==> src/rtl/alu_rs_sched_if.sv <==
// Dispatch, CDB-snoop and ALU-issue bus of the ALU reservation station.
// master = dispatch/CDB/ALU side, slave = alu_rs_sched.
interface alu_rs_sched_if #(
    parameter int unsigned ROB_W = 4,
    parameter int unsigned OP_W  = 6
);
    logic             disp_flag_in;
    logic [OP_W-1:0]  disp_op_in;
    logic [31:0]      disp_val1_in;
    logic [31:0]      disp_val2_in;
    logic             disp_q1_rdy_in;
    logic             disp_q2_rdy_in;
    logic [ROB_W-1:0] disp_q1_in;
    logic [ROB_W-1:0] disp_q2_in;
    logic [ROB_W-1:0] disp_idx_in_ROB_in;
    logic             full_out;

    logic             cdb_flag_in;
    logic [31:0]      cdb_val_in;
    logic [ROB_W-1:0] cdb_idx_in_ROB_in;

    logic             alu_flag_out;
    logic [OP_W-1:0]  alu_op_out;
    logic [31:0]      alu_val1_out;
    logic [31:0]      alu_val2_out;
    logic [ROB_W-1:0] alu_idx_in_ROB_out;

    modport master (
        output disp_flag_in, disp_op_in, disp_val1_in, disp_val2_in,
               disp_q1_rdy_in, disp_q2_rdy_in, disp_q1_in, disp_q2_in,
               disp_idx_in_ROB_in, cdb_flag_in, cdb_val_in, cdb_idx_in_ROB_in,
        input  full_out, alu_flag_out, alu_op_out, alu_val1_out, alu_val2_out,
               alu_idx_in_ROB_out
    );

    modport slave (
        input  disp_flag_in, disp_op_in, disp_val1_in, disp_val2_in,
               disp_q1_rdy_in, disp_q2_rdy_in, disp_q1_in, disp_q2_in,
               disp_idx_in_ROB_in, cdb_flag_in, cdb_val_in, cdb_idx_in_ROB_in,
        output full_out, alu_flag_out, alu_op_out, alu_val1_out, alu_val2_out,
               alu_idx_in_ROB_out
    );
endinterface

==> src/rtl/alu_rs_sched.sv <==
// Reservation station for the integer ALU: buffers micro-ops, wakes them from the CDB, issues one per cycle.
// Optional RS_AGE_SELECT_EN: oldest-ready selection using per-entry saturating ages.
module alu_rs_sched #(
    parameter int unsigned RS_SIZE = 8,
    parameter int unsigned ROB_W   = 4,
    parameter int unsigned OP_W    = 6
) (
    input  logic           clk,
    input  logic           rst,
    input  logic           rdy,
    input  logic           clear_in,
    alu_rs_sched_if.slave  bus
);
    localparam int unsigned IDX_W = (RS_SIZE > 1) ? $clog2(RS_SIZE) : 1;

    logic [RS_SIZE-1:0] busy, r1, r2, ready;
    logic [OP_W-1:0]    op   [RS_SIZE];
    logic [31:0]        val1 [RS_SIZE];
    logic [31:0]        val2 [RS_SIZE];
    logic [ROB_W-1:0]   q1   [RS_SIZE];
    logic [ROB_W-1:0]   q2   [RS_SIZE];
    logic [ROB_W-1:0]   dest [RS_SIZE];

    logic             sel_vld, free_vld, full, disp_acc, fwd1, fwd2;
    logic [IDX_W-1:0] sel_idx, free_idx;

`ifdef RS_AGE_SELECT_EN
    localparam logic [IDX_W-1:0] AGE_MAX = IDX_W'(RS_SIZE - 1);
    logic [IDX_W-1:0] age [RS_SIZE];
    logic [IDX_W-1:0] best_age;
`endif

    assign ready        = busy & r1 & r2;
    assign full         = &busy;
    assign bus.full_out = full;

    // Issue select: oldest ready with ages, else lowest-index ready; ties to lower index.
    always_comb begin
        sel_vld = 1'b0;
        sel_idx = '0;
`ifdef RS_AGE_SELECT_EN
        best_age = '0;
        for (int unsigned i = 0; i < RS_SIZE; i++) begin
            if (ready[i] && (!sel_vld || age[i] > best_age)) begin
                sel_vld  = 1'b1;
                sel_idx  = IDX_W'(i);
                best_age = age[i];
            end
        end
`else
        for (int unsigned i = 0; i < RS_SIZE; i++) begin
            if (ready[i] && !sel_vld) begin
                sel_vld = 1'b1;
                sel_idx = IDX_W'(i);
            end
        end
`endif
    end

    // Lowest free slot for dispatch, plus same-cycle CDB forwarding into the new entry.
    always_comb begin
        free_vld = 1'b0;
        free_idx = '0;
        for (int unsigned i = 0; i < RS_SIZE; i++) begin
            if (!busy[i] && !free_vld) begin
                free_vld = 1'b1;
                free_idx = IDX_W'(i);
            end
        end
        disp_acc = bus.disp_flag_in && free_vld;
        fwd1 = !bus.disp_q1_rdy_in && bus.cdb_flag_in && (bus.disp_q1_in == bus.cdb_idx_in_ROB_in);
        fwd2 = !bus.disp_q2_rdy_in && bus.cdb_flag_in && (bus.disp_q2_in == bus.cdb_idx_in_ROB_in);
    end

    always_ff @(posedge clk) begin
        if (rst) begin
            busy                   <= '0;
            r1                     <= '0;
            r2                     <= '0;
            bus.alu_flag_out       <= 1'b0;
            bus.alu_op_out         <= '0;
            bus.alu_val1_out       <= '0;
            bus.alu_val2_out       <= '0;
            bus.alu_idx_in_ROB_out <= '0;
`ifdef RS_AGE_SELECT_EN
            for (int unsigned i = 0; i < RS_SIZE; i++) age[i] <= '0;
`endif
        end else if (clear_in) begin
            busy             <= '0;
            bus.alu_flag_out <= 1'b0;
`ifdef RS_AGE_SELECT_EN
            for (int unsigned i = 0; i < RS_SIZE; i++) age[i] <= '0;
`endif
        end else if (!rdy) begin
            bus.alu_flag_out <= 1'b0;
        end else begin
            bus.alu_flag_out <= sel_vld;
            if (sel_vld) begin
                bus.alu_op_out         <= op[sel_idx];
                bus.alu_val1_out       <= val1[sel_idx];
                bus.alu_val2_out       <= val2[sel_idx];
                bus.alu_idx_in_ROB_out <= dest[sel_idx];
                busy[sel_idx]          <= 1'b0;
            end
            for (int unsigned i = 0; i < RS_SIZE; i++) begin
                if (busy[i] && bus.cdb_flag_in) begin
                    if (!r1[i] && q1[i] == bus.cdb_idx_in_ROB_in) begin
                        val1[i] <= bus.cdb_val_in;
                        r1[i]   <= 1'b1;
                    end
                    if (!r2[i] && q2[i] == bus.cdb_idx_in_ROB_in) begin
                        val2[i] <= bus.cdb_val_in;
                        r2[i]   <= 1'b1;
                    end
                end
`ifdef RS_AGE_SELECT_EN
                if (disp_acc && busy[i] && age[i] != AGE_MAX) age[i] <= age[i] + IDX_W'(1);
`endif
            end
            if (disp_acc) begin
                busy[free_idx] <= 1'b1;
                op[free_idx]   <= bus.disp_op_in;
                val1[free_idx] <= fwd1 ? bus.cdb_val_in : bus.disp_val1_in;
                val2[free_idx] <= fwd2 ? bus.cdb_val_in : bus.disp_val2_in;
                r1[free_idx]   <= bus.disp_q1_rdy_in | fwd1;
                r2[free_idx]   <= bus.disp_q2_rdy_in | fwd2;
                q1[free_idx]   <= bus.disp_q1_in;
                q2[free_idx]   <= bus.disp_q2_in;
                dest[free_idx] <= bus.disp_idx_in_ROB_in;
`ifdef RS_AGE_SELECT_EN
                age[free_idx]  <= '0;
`endif
            end
        end
    end
endmodule

==> src/flat_wrapper.sv <==
// flat-port wrapper written by rule: the top's interface ports become plain ports
module alu_rs_sched_flat 
#(
    parameter int unsigned RS_SIZE = 8,
    parameter int unsigned ROB_W   = 4,
    parameter int unsigned OP_W    = 6
)
  (clk, rst, rdy, clear_in, bus_disp_flag_in, bus_disp_op_in, bus_disp_val1_in, bus_disp_val2_in, bus_disp_q1_rdy_in, bus_disp_q2_rdy_in, bus_disp_q1_in, bus_disp_q2_in, bus_disp_idx_in_ROB_in, bus_cdb_flag_in, bus_cdb_val_in, bus_cdb_idx_in_ROB_in, bus_full_out, bus_alu_flag_out, bus_alu_op_out, bus_alu_val1_out, bus_alu_val2_out, bus_alu_idx_in_ROB_out);
  alu_rs_sched_if #(.ROB_W(ROB_W), .OP_W(OP_W)) bus_i ();
  input  logic clk;
  input  logic rst;
  input  logic rdy;
  input  logic clear_in;
  input wire logic [$bits(bus_i.disp_flag_in)-1:0] bus_disp_flag_in;
  input wire logic [$bits(bus_i.disp_op_in)-1:0] bus_disp_op_in;
  input wire logic [$bits(bus_i.disp_val1_in)-1:0] bus_disp_val1_in;
  input wire logic [$bits(bus_i.disp_val2_in)-1:0] bus_disp_val2_in;
  input wire logic [$bits(bus_i.disp_q1_rdy_in)-1:0] bus_disp_q1_rdy_in;
  input wire logic [$bits(bus_i.disp_q2_rdy_in)-1:0] bus_disp_q2_rdy_in;
  input wire logic [$bits(bus_i.disp_q1_in)-1:0] bus_disp_q1_in;
  input wire logic [$bits(bus_i.disp_q2_in)-1:0] bus_disp_q2_in;
  input wire logic [$bits(bus_i.disp_idx_in_ROB_in)-1:0] bus_disp_idx_in_ROB_in;
  input wire logic [$bits(bus_i.cdb_flag_in)-1:0] bus_cdb_flag_in;
  input wire logic [$bits(bus_i.cdb_val_in)-1:0] bus_cdb_val_in;
  input wire logic [$bits(bus_i.cdb_idx_in_ROB_in)-1:0] bus_cdb_idx_in_ROB_in;
  output wire logic [$bits(bus_i.full_out)-1:0] bus_full_out;
  output wire logic [$bits(bus_i.alu_flag_out)-1:0] bus_alu_flag_out;
  output wire logic [$bits(bus_i.alu_op_out)-1:0] bus_alu_op_out;
  output wire logic [$bits(bus_i.alu_val1_out)-1:0] bus_alu_val1_out;
  output wire logic [$bits(bus_i.alu_val2_out)-1:0] bus_alu_val2_out;
  output wire logic [$bits(bus_i.alu_idx_in_ROB_out)-1:0] bus_alu_idx_in_ROB_out;
  assign bus_i.disp_flag_in = bus_disp_flag_in;
  assign bus_i.disp_op_in = bus_disp_op_in;
  assign bus_i.disp_val1_in = bus_disp_val1_in;
  assign bus_i.disp_val2_in = bus_disp_val2_in;
  assign bus_i.disp_q1_rdy_in = bus_disp_q1_rdy_in;
  assign bus_i.disp_q2_rdy_in = bus_disp_q2_rdy_in;
  assign bus_i.disp_q1_in = bus_disp_q1_in;
  assign bus_i.disp_q2_in = bus_disp_q2_in;
  assign bus_i.disp_idx_in_ROB_in = bus_disp_idx_in_ROB_in;
  assign bus_i.cdb_flag_in = bus_cdb_flag_in;
  assign bus_i.cdb_val_in = bus_cdb_val_in;
  assign bus_i.cdb_idx_in_ROB_in = bus_cdb_idx_in_ROB_in;
  assign bus_full_out = bus_i.full_out;
  assign bus_alu_flag_out = bus_i.alu_flag_out;
  assign bus_alu_op_out = bus_i.alu_op_out;
  assign bus_alu_val1_out = bus_i.alu_val1_out;
  assign bus_alu_val2_out = bus_i.alu_val2_out;
  assign bus_alu_idx_in_ROB_out = bus_i.alu_idx_in_ROB_out;
  alu_rs_sched #(.RS_SIZE(RS_SIZE), .ROB_W(ROB_W), .OP_W(OP_W)) u_core (.clk(clk), .rst(rst), .rdy(rdy), .clear_in(clear_in), .bus(bus_i));
endmodule
==> config.mk <==
export PLATFORM = sky130hd
export DESIGN_NAME = alu_rs_sched_flat
export DESIGN_NICKNAME = d
export VERILOG_FILES = /design/src/rtl/alu_rs_sched_if.sv /design/src/rtl/alu_rs_sched.sv /design/src/flat_wrapper.sv
export SDC_FILE = /design/constraint.sdc
export NUM_CORES = 1
export LEC_CHECK = 0
export BUFFER_PORTS_ARGS = -buffer_cell sky130_fd_sc_hd__buf_2
export CAP_MARGIN = 20
export CORE_UTILIZATION = 43
export CTS_BUF_LIST = sky130_fd_sc_hd__clkbuf_16
export DETAILED_ROUTE_END_ITERATION = 7
export PLACE_DENSITY = 0.72
export SLEW_MARGIN = 20
export SYNTH_ARGS = -nofsm -noshare
export SYNTH_HDL_FRONTEND = slang
export SYNTH_SLANG_ARGS = --single-unit
==> constraint.sdc <==
create_clock -name clk -period 6.3 [get_ports clk]
set_input_delay 0.63 -clock clk [delete_from_list [all_inputs] [get_ports clk]]
set_output_delay 0.63 -clock clk [all_outputs]
set_load 0.03 [all_outputs]
**Word-level counts from Yosys, hierarchy flattened**

Memory sizes are Yosys's and may differ from the RTL's. A register that Yosys moved wholly into a read port is not among the register bits.
Cells that the tools add are included.

- Bits in registers: 25
- Memory bits (writable): 656
- Memories: 6

Memory list:

| name | words | bits a word | read ports | clocked after memory_dff | wr ports | line | RTL |
|---|---|---|---|---|---|---|---|
| u_core.val1 | 8 | 32 | 1 | 1 | 9 | alu_rs_sched.sv:18 | `logic [31:0] val1 [RS_SIZE];` |
| u_core.val2 | 8 | 32 | 1 | 1 | 9 | alu_rs_sched.sv:19 | `logic [31:0] val2 [RS_SIZE];` |
| u_core.op | 8 | 6 | 1 | 1 | 1 | alu_rs_sched.sv:17 | `logic [OP_W-1:0] op [RS_SIZE];` |
| u_core.dest | 8 | 4 | 1 | 1 | 1 | alu_rs_sched.sv:22 | `logic [ROB_W-1:0] dest [RS_SIZE];` |
| u_core.q1 | 8 | 4 | 8 | 0 | 1 | alu_rs_sched.sv:20 | `logic [ROB_W-1:0] q1 [RS_SIZE];` |
| u_core.q2 | 8 | 4 | 8 | 0 | 1 | alu_rs_sched.sv:21 | `logic [ROB_W-1:0] q2 [RS_SIZE];` |

- $lt $le $gt $ge: 4
- Eq/ne operators: 18
- Mux-type cells: 226
- Bitwise operators: 9
- Reduce and logical (&&, ||, !) cells: 88

Operators by type and width:

| kind | number |
|---|---|
| 1-bit 2-to-1 mux | 201 |
| 4-bit == test | 18 |
| 32-bit 2-to-1 mux | 2 |
| 8-bit 2-to-1 mux | 7 |
| 1-bit logical AND | 45 |
| 1-bit zero test | 38 |
| 8-bit AND | 3 |
| 3-bit 2-to-1 mux | 8 |
| 8-bit bitwise mux | 2 |
| 3-bit by 4-bit < comparator with 1-bit output, second input constant | 2 |
| 2-bit 2-to-1 mux | 4 |
| 8-bit inverter | 1 |
| 8-bit bitwise OR | 1 |
| 8-bit AND reduction | 1 |
| 1-bit demux with 3-bit select | 2 |
| 3-bit by 1-bit >= comparator with 1-bit output, second input constant | 2 |
| 3-bit AND reduction | 1 |
| 3-bit OR reduction | 1 |
| 1-bit inverter | 2 |
| 1-bit bitwise OR | 2 |
| 2-bit AND reduction | 1 |
| 2-bit OR reduction | 1 |

**Logic depth before layout (Yosys ltp)**

Gate-level depths: netlist (run 1).

- Depth after elaboration: 36
- Mapped depth: 11

**Worst setup path before layout (run 1)**

No wires, ideal clock.

- Path type: input port to flip-flop
- From: input port rdy
- To: memory u_core.val1[0][0], enable pin
- Library setup time: 470 ps
- Data arrival time: 4008 ps
- Data required time: 5830 ps
- Slack: 1822 ps
- Stages: 6
- Cell sequence: buf_2 nor2b_1 buf_2 nand4_1 or4_1 o31ai_1

RTL lines:

| item | line | RTL |
|---|---|---|
| start, declared | flat_wrapper.sv:12 | `input logic rdy;` |
| end, declared | alu_rs_sched.sv:18 |  |

**Worst setup path in the final report (run 1)**

- From: register u_core.busy[0]
- To: register u_core.bus.alu_idx_in_ROB_out[1] (netlist name), read port of u_core.dest

- Longest elaborated chain between the ends: 25
- Elaborated cells between the ends (all ways): 32
- Classes of those cells: mux (15); bitwise (2); reduce/logical (15)

RTL lines:

| item | line | RTL |
|---|---|---|
| start, declared | alu_rs_sched.sv:16 | `logic [RS_SIZE-1:0] busy, r1, r2, ready;` |
| start signal, assigned | alu_rs_sched.sv:77 | `busy <= '0;` |
| start signal, assigned | alu_rs_sched.sv:89 | `busy <= '0;` |
| start signal, assigned by index | alu_rs_sched.sv:103 | `busy[sel_idx] <= 1'b0;` |
| 8-bit AND * (2 in a row) | alu_rs_sched.sv:33 | `assign ready = busy & r1 & r2;` |
| 1-bit 2-to-1 mux * | alu_rs_sched.sv:52 | `if (ready[i] && !sel_vld) begin` |
| 1-bit zero test | alu_rs_sched.sv:52 |  |
| 1-bit logical AND | alu_rs_sched.sv:52 |  |
| 1-bit 2-to-1 mux | alu_rs_sched.sv:52 |  |
| 1-bit zero test | alu_rs_sched.sv:52 |  |
| 1-bit logical AND | alu_rs_sched.sv:52 |  |
| 1-bit 2-to-1 mux | alu_rs_sched.sv:52 |  |
| [... 8 more ...] | - |  |
| 1-bit 2-to-1 mux | alu_rs_sched.sv:52 |  |
| 1-bit zero test | alu_rs_sched.sv:52 |  |
| 1-bit logical AND | alu_rs_sched.sv:52 |  |
| 1-bit 2-to-1 mux | alu_rs_sched.sv:52 |  |
| 1-bit zero test | alu_rs_sched.sv:52 |  |
| 1-bit logical AND | alu_rs_sched.sv:52 |  |
| 1-bit 2-to-1 mux | alu_rs_sched.sv:52 |  |
| 3-bit AND reduction (no source line) | - |  |
| end, declared | alu_rs_sched_if.sv:41 | `alu_idx_in_ROB_out` |

Mark *: on every way between the ends. The rest lies on a longest branch, timed or not.
A chain may end at the register's enable or synchronous reset.

==> results.toml, run 1 <==
[worst_setup_path]
r2r-start = "u_core.busy[0]"
arrival_ns = 4.34
crit_chain = "nand3_1, o221ai_4, buf_4, buf_4, a21oi_1, a311oi_1, a41oi_1"
crit_fanout = 78
r2r_end = "u_core.bus.alu_idx_in_ROB_out[1]"
cp_common_cell = "buf_4"
startpoint_type = "flip-flop"
reg2reg_depth = 7
slowest_delay_ns = 0.88
setup.worst_path.end_class = "flip-flop"
crit_type = "flip-flop to flip-flop"
crit_buf_inv = 2
slowest_stage = "buf_4"
r2r_slack_ns = 2.45
crit_required_ns = 6.79
cp_top_family = "buffers and inverters"

[power_and_ir_drop]
cellPowerDensity_mw_per_mm2 = 248
max-vdd-ir-drop_mv = 0.182
p_leak_uw = 0.0141

[clock_network]
clock_latency_ns = 0.65
clk_pin_slew_ns = 0.06
cts_sinks = 755
cts_hold_buf = 0
cts_tree = "yes"
cts-resized-gates = 0
cts_setup_buffers = 0
cts_buffer_depth = 3
cts-root-buf = "clkbuf_16"
htree_levels = 3
cts_buffers = 77

[worst_hold_path]
min_to = "u_core.busy[7]"
worstHoldStart = "clear_in"
min_path_type = "input port to flip-flop"
holdPathStages = 2

[grt]
grt_pass1_vias = 26100
grt_usage_pct = 27.2
overflow = 0
antenna_found_initial = 29
grt_max_degree = 200
grt_pass1_wl_um = 174000

[timing]
period_needed_ns = 3.85
worstMarginPinSlew_ns = 1.12
post-route-worst-setup-slack_ns = 2.45
fin_tns_setup_ns = 0
slew_headroom_pct = 25.1
rsz0062_at_grt = "false"
max_freq_mhz = 260
min_period_over_period_pct = 61.1
hold_viol = 0
finalSetupViolCount = 0
slew_violations = 0
skew_ns = 0.0198

[drt]
antenna_left = 0
drcViolationCount = 0
routed-via-count = 26600
post_drt_via_cell_ratio = 6.37
wirelength_um = 120000
first_pass_iters = 6
drt_iter0_drc = 3870
avgRoutedWirePerCell_um = 28.7

[logic_synthesis]
synthFlopType = "edfxtp_1"
netlist_instances = 2906
post_synth_num_cell_types = 60
seq_area_frac_synth_pct = 58.8
synth_compound_area_share_pct = 13.6
synthesis.area_mm2 = 0.0369
async_flop_share_pct = 0
synth_top_family_by_area = "multiplexers"
synthAdderAreaFrac_pct = 0
synth_edf_count = 656
synth_xor_area_share_pct = 1.57
muxShareOfSynthArea_pct = 15.6
mappedNetlistNets = 3032
avgSynthCellArea_um2 = 12.7
synth.largest_area_cell = "edfxtp_1"
ys_seq_elements = 755
yosys-top-cells-area = "edfxtp_1 (53%), mux2_2 (15%), dfxtp_1 (5.4%)"
synth_top_area_share_pct = 53.4
yosys.area_share.simple_pct = 6.89
yosys_warnings = 0

[die]
die_h_um = 295
ioPinCount = 202
row_count = 107
fp.dieArea_mm2 = 0.0869
die_w_um = 295
initial_core_util_pct = 43.4
coreArea_mm2 = 0.0850

[final_layout]
multi_input_area_mm2 = 0.0142
fillers = 7355
drive_gt1_share_pct = 30.8
syn2layout_area_growth_pct = 12.2
layout.cells.non_filler = 4176
nets = 3086
register_area_mm2 = 0.0217

[run]
maxCapViolations = 0

[placed_design]
place_inst = 4024
gp_congestion = 0.878
post-place-ws_ns = 2.19
place.detailed.hpwl_um = 64800
io_buffers = 201

[status]
status = "complete, no violations"
-- routing by layer --
metal  vias up  share of wire (%)  GRT usage [%]
met2      1678                 48           43.7
met3       278                 11           6.27
met4        24                3.3           11.2
met1     13300                 38           35.3
li1      11300                  -              -
met5         -               0.13              0
-- kinds of logic (layout without fill, tap and decap cells) --
group / Yosys count / after routing
mux: 512 / 512
compound gates: 765 / 765
buf+inv: 305 / 421
xor+xnor: 66 / 66
flops: 755 / 755
other cells: 0 / 10
simple gates: 503 / 503
-- power by group --
| part | switching [uW] | internal (uW) | total, uW |
|---|---|---|---|
| Sequential | 5.92 | 5440 | 5450 |
| Combinational | 238 | 181 | 418 |
| Clock | 1980 | 2420 | 4400 |
-- registers in the layout (all words and copies together) (netlist names) --
signal / flops
u_core.bus.alu_flag_out: 1
u_core.bus.alu_val1_out: 32
u_core.bus.alu_idx_in_ROB_out: 4
u_core.dest: 32
u_core.r1: 8
u_core.bus.alu_op_out: 6
u_core.q1: 32
u_core.r2: 8
u_core.val2: 256
u_core.val1: 256
u_core.busy: 8
u_core.q2: 32
u_core.op: 48
u_core.bus.alu_val2_out: 32
-- cells in the mapped netlist (52+ instances only) --
cell        n
a21o_1    181
edfxtp_1  656
mux2_2    502
nand2_1    79
nand3_1   240
a41oi_1    52
dfxtp_1    99
nor2_1     68
o21ai_0   225
clkbuf_1  189
buf_2      68
a21oi_1   171
-- cell usage in the layout (no fill, tap or decap), drive strengths merged, types with 3 or more instances in the layout --
cell      instances
a211oi           15
a21o            181
a21oi           171
a221oi            3
a311oi           49
a31o              3
a41oi            52
and2              3
and3              5
and4             18
buf             263
bufinv            4
clkbuf           78
clkinv           38
clkinvlp          3
dfxtp            99
diode            10
edfxtp          656
inv              35
mux2            512
nand2            79
nand2b            8
nand3           241
nand4            40
nor2             71
nor2b             4
nor3             21
nor3b             3
o211ai           25
o21a              3
o21ai           227
o41a             22
xnor2            22
xor2             44
-- how the worst max path moves through the flow --
stage / slack (ns) / to / depth (start not counted) / start
2_1_floorplan: 1.82 / u_core.val1[0][0] / 6 / rdy
5_1_grt: 2.33 / u_core.bus.alu_val1_out[5] / 7 / u_core.busy[0]
6_report: 2.45 / u_core.bus.alu_idx_in_ROB_out[1] / 7 / u_core.busy[0]
3_5_place_dp: 2.19 / u_core.val1[4][12] / 8 / bus_cdb_idx_in_ROB_in[0]
4_1_cts: 2.58 / u_core.bus.alu_idx_in_ROB_out[1] / 7 / u_core.busy[0]
3_3_place_gp: 2.25 / u_core.val1[4][20] / 8 / bus_cdb_idx_in_ROB_in[0]
-- layout make-up --
type / instances / area share [%]
timing repair buffer: 263 / 3.77
antenna: 10 / 0.0605
clock buffer: 78 / 4.72
inverter: 17 / 0.157
clock inverter: 63 / 1.00
tap: 1144 / 3.46
multi-input combinational: 1846 / 34.4
sequential: 755 / 52.4
-- stage by stage --
step / hold slack, ns / instance area, um^2 / util (%) / total power, uW
after floorplan: 0.467 / 36900 / - / 5800
after global placement: 0.483 / 38900 / 45.8 / 5950
after detailed placement: 0.489 / 38900 / 45.8 / 5970
after CTS: 0.175 / 41300 / 48.6 / 10300
after global routing: 0.202 / 41400 / 48.7 / 10500
final: 0.198 / 41400 / 48.7 / 10300
No activity file was read; power rests on OpenSTA's default activity.
==> run 2: changes to the inputs <==
- ABC_AREA: default -> 1
- PLACE_DENSITY: 0.72 -> 0.74
- clock period: 6.3 -> 3.3 ns (I/O delays scaled with it)
==> results.toml, run 2 <==
[logic_synthesis]
synthFlopType = "edfxtp_1"
synth_edf_count = 656
yosys_warnings = 0
post_synth_num_cell_types = 49
synthesis.area_mm2 = 0.0363
seq_area_frac_synth_pct = 59.7
synthTopCellsByCount = "nand2_1 (1,211), edfxtp_1 (656), o21ai_0 (513)"
avgSynthCellArea_um2 = 9.26
ys_seq_elements = 755
netlist_instances = 3920
async_flop_share_pct = 0
mappedNetlistNets = 4046
synth.most_common_cell = "nand2_1"
synth.largest_area_cell = "edfxtp_1"
synth_top_area_share_pct = 54.3
yosys-top-cells-area = "edfxtp_1 (54%), nand2_1 (13%), o21ai_0 (7.1%)"

[final_layout]
largestRegisters = "u_core.val1 (256), u_core.val2 (256), u_core.op (48)"
register_area_mm2 = 0.0217
nets = 4179
layout.cells.non_filler = 5208
multi_input_area_mm2 = 0.0124
syn2layout_area_growth_pct = 15.0
final_cell_mix = "nand2_1 (1,209), edfxtp_1 (656), o21ai_0 (513)"
fillers = 7393
final_common_cell = "nand2_1"
drive_gt1_share_pct = 13.1

[grt]
grt_pass1_wl_um = 163000
overflow = 0
grt_pass1_vias = 27400
grt_max_degree = 107
antenna_found_initial = 9
grt_usage_pct = 25.2

[timing]
period_needed_ns = 2.93
slew_headroom_pct = 26.3
min_period_over_period_pct = 88.7
hold_ws_ns = 0.0324
hold_viol = 0
rsz0062_at_grt = "false"
skew_ns = 0.0405
finalSetupViolCount = 0
max_freq_mhz = 342
worstMarginPinSlew_ns = 1.11
slew_violations = 0

[placed_design]
place_inst = 5040
place.detailed.hpwl_um = 64400
io_buffers = 201
gp_congestion = 0.867

[die]
fp.dieArea_mm2 = 0.0856
row_count = 106
die_h_um = 293
die_w_um = 293
ioPinCount = 202
initial_core_util_pct = 43.4
coreArea_mm2 = 0.0836

[worst_setup_path]
crit_type = "flip-flop to flip-flop"
r2r_end = "u_core.bus.alu_val1_out[17]"
r2r_slack_ns = 0.37
r2r-start = "u_core.busy[3]"
crit_path_start = "u_core.busy[3]"
startpoint_type = "flip-flop"
crit_required_ns = 3.87
arrival_ns = 3.50
reg2reg_depth = 12
setup.worst_path.end_class = "flip-flop"
crit_fanout = 58

[power_and_ir_drop]
p_leak_uw = 0.0172
max-vdd-ir-drop_mv = 0.410
cellPowerDensity_mw_per_mm2 = 491

[drt]
post_drt_via_cell_ratio = 5.58
routed-via-count = 29100
avgRoutedWirePerCell_um = 20.9
drt_iter0_drc = 3393
wirelength_um = 109000
drcViolationCount = 0
antenna_left = 0
first_pass_iters = 7

[clock_network]
clk_pin_slew_ns = 0.06
cts-resized-gates = 0
cts_buffers = 81
cts_setup_buffers = 0
clock_latency_ns = 0.66
cts_tree = "yes"
cts_buffer_depth = 3
htree_levels = 3
cts_sinks = 755
cts-root-buf = "clkbuf_16"

[worst_hold_path]
min_path_type = "input port to flip-flop"
min_to = "u_core.q2[0][1]"
worstHoldStart = "bus_disp_q2_in[1]"
holdPathStages = 1

[status]
status = "complete, no violations"

[run]
maxCapViolations = 0
run 2: changes by cell type after synthesis, moves of 44 or more:
cell      previous run  this run
o21ai_0            225       513
a21o_1             181         0
a41oi_1             52         0
nor2_1              68       200
a311oi_1            49         0
nand3_1            240       290
a21oi_1            171       103
nand2_1             79      1211
inv_1               17       315
mux2i_2              0        44
clkbuf_1           189       109
mux2_2             502         0
run 2: repair_timing:
action,4_1_cts,5_1_grt
hold buffers,10,0
endpoints found under the hold margin,80,0
endpoints found under the setup margin,0,0
run 2: kinds of logic after synthesis:
group,count (synthesis),synth area share (%)
multiplexers,64,2.43
flip-flops,755,59.7
XOR/XNOR,27,0.652
AO/OA/AOI/OAI,689,9.79
buffers and inverters,593,7.02
AND/OR/NAND/NOR,1792,20.4
run 2: layout make-up:
class | instances | area share (%)
sequential | 755 | 52.0
timing repair buffer | 312 | 5.67
inverter | 331 | 3.01
multi-input combinational | 2572 | 29.6
clock inverter | 67 | 1.36
antenna | 6 | 0.0360
tap | 1080 | 3.24
clock buffer | 85 | 5.10
run 2: stage by stage:
stage | worst slack (ns) | TNS [ns] | utilization (%) | cell area, um^2 | power [uW]
after detailed placement | 0.394 | 0 | 46.6 | 38900 | 11400
after floorplan | -0.879 | -167.38 | - | 36400 | 11100
after global placement | 0.397 | 0 | 46.6 | 38900 | 11400
after CTS | 0.451 | 0 | 49.9 | 41700 | 20500
final | 0.374 | 0 | 49.9 | 41700 | 20500
after global routing | 0.282 | 0 | 49.9 | 41700 | 21000
run 2: worst max path at each step:
stage	depth (start not counted)	endpoint	slack, ns
after floorplan	7	u_core.val2[3][0]	-0.88
after global placement	8	u_core.val1[6][0]	0.40
after detailed placement	8	u_core.val1[4][21]	0.39
after CTS	12	u_core.bus.alu_val1_out[17]	0.45
after global routing	12	u_core.bus.alu_val1_out[17]	0.28
final	12	u_core.bus.alu_val1_out[17]	0.37
run 2: where the power goes:
group,total [uW],internal [uW],switching [uW]
Clock,9230,5370,3850
Sequential,10400,10400,7.33
Combinational,850,276,575
Total,20500,16000,4430
run 2: layer usage:
layer	routed length [um]	track usage (%)	vias up
li1	-	-	13500
met5	11	0	-
met1	41600	33.3	13600
met2	51600	40.8	1684
met4	4600	11.8	2
met3	11000	3.76	295
run 2: worst max-delay path: stages, from the launching register on:
cell,delay [ns]
dfxtp_1,0.51
nand3_1,0.15
nand2_1,0.15
nor2_4,0.06
o21ai_1,0.19
clkinv_2,0.44
nor3_4,0.36
buf_12,0.39
nand3_1,0.12
nand2_1,0.09
nor2_1,0.13
buf_4,0.16
nor2_1,0.07
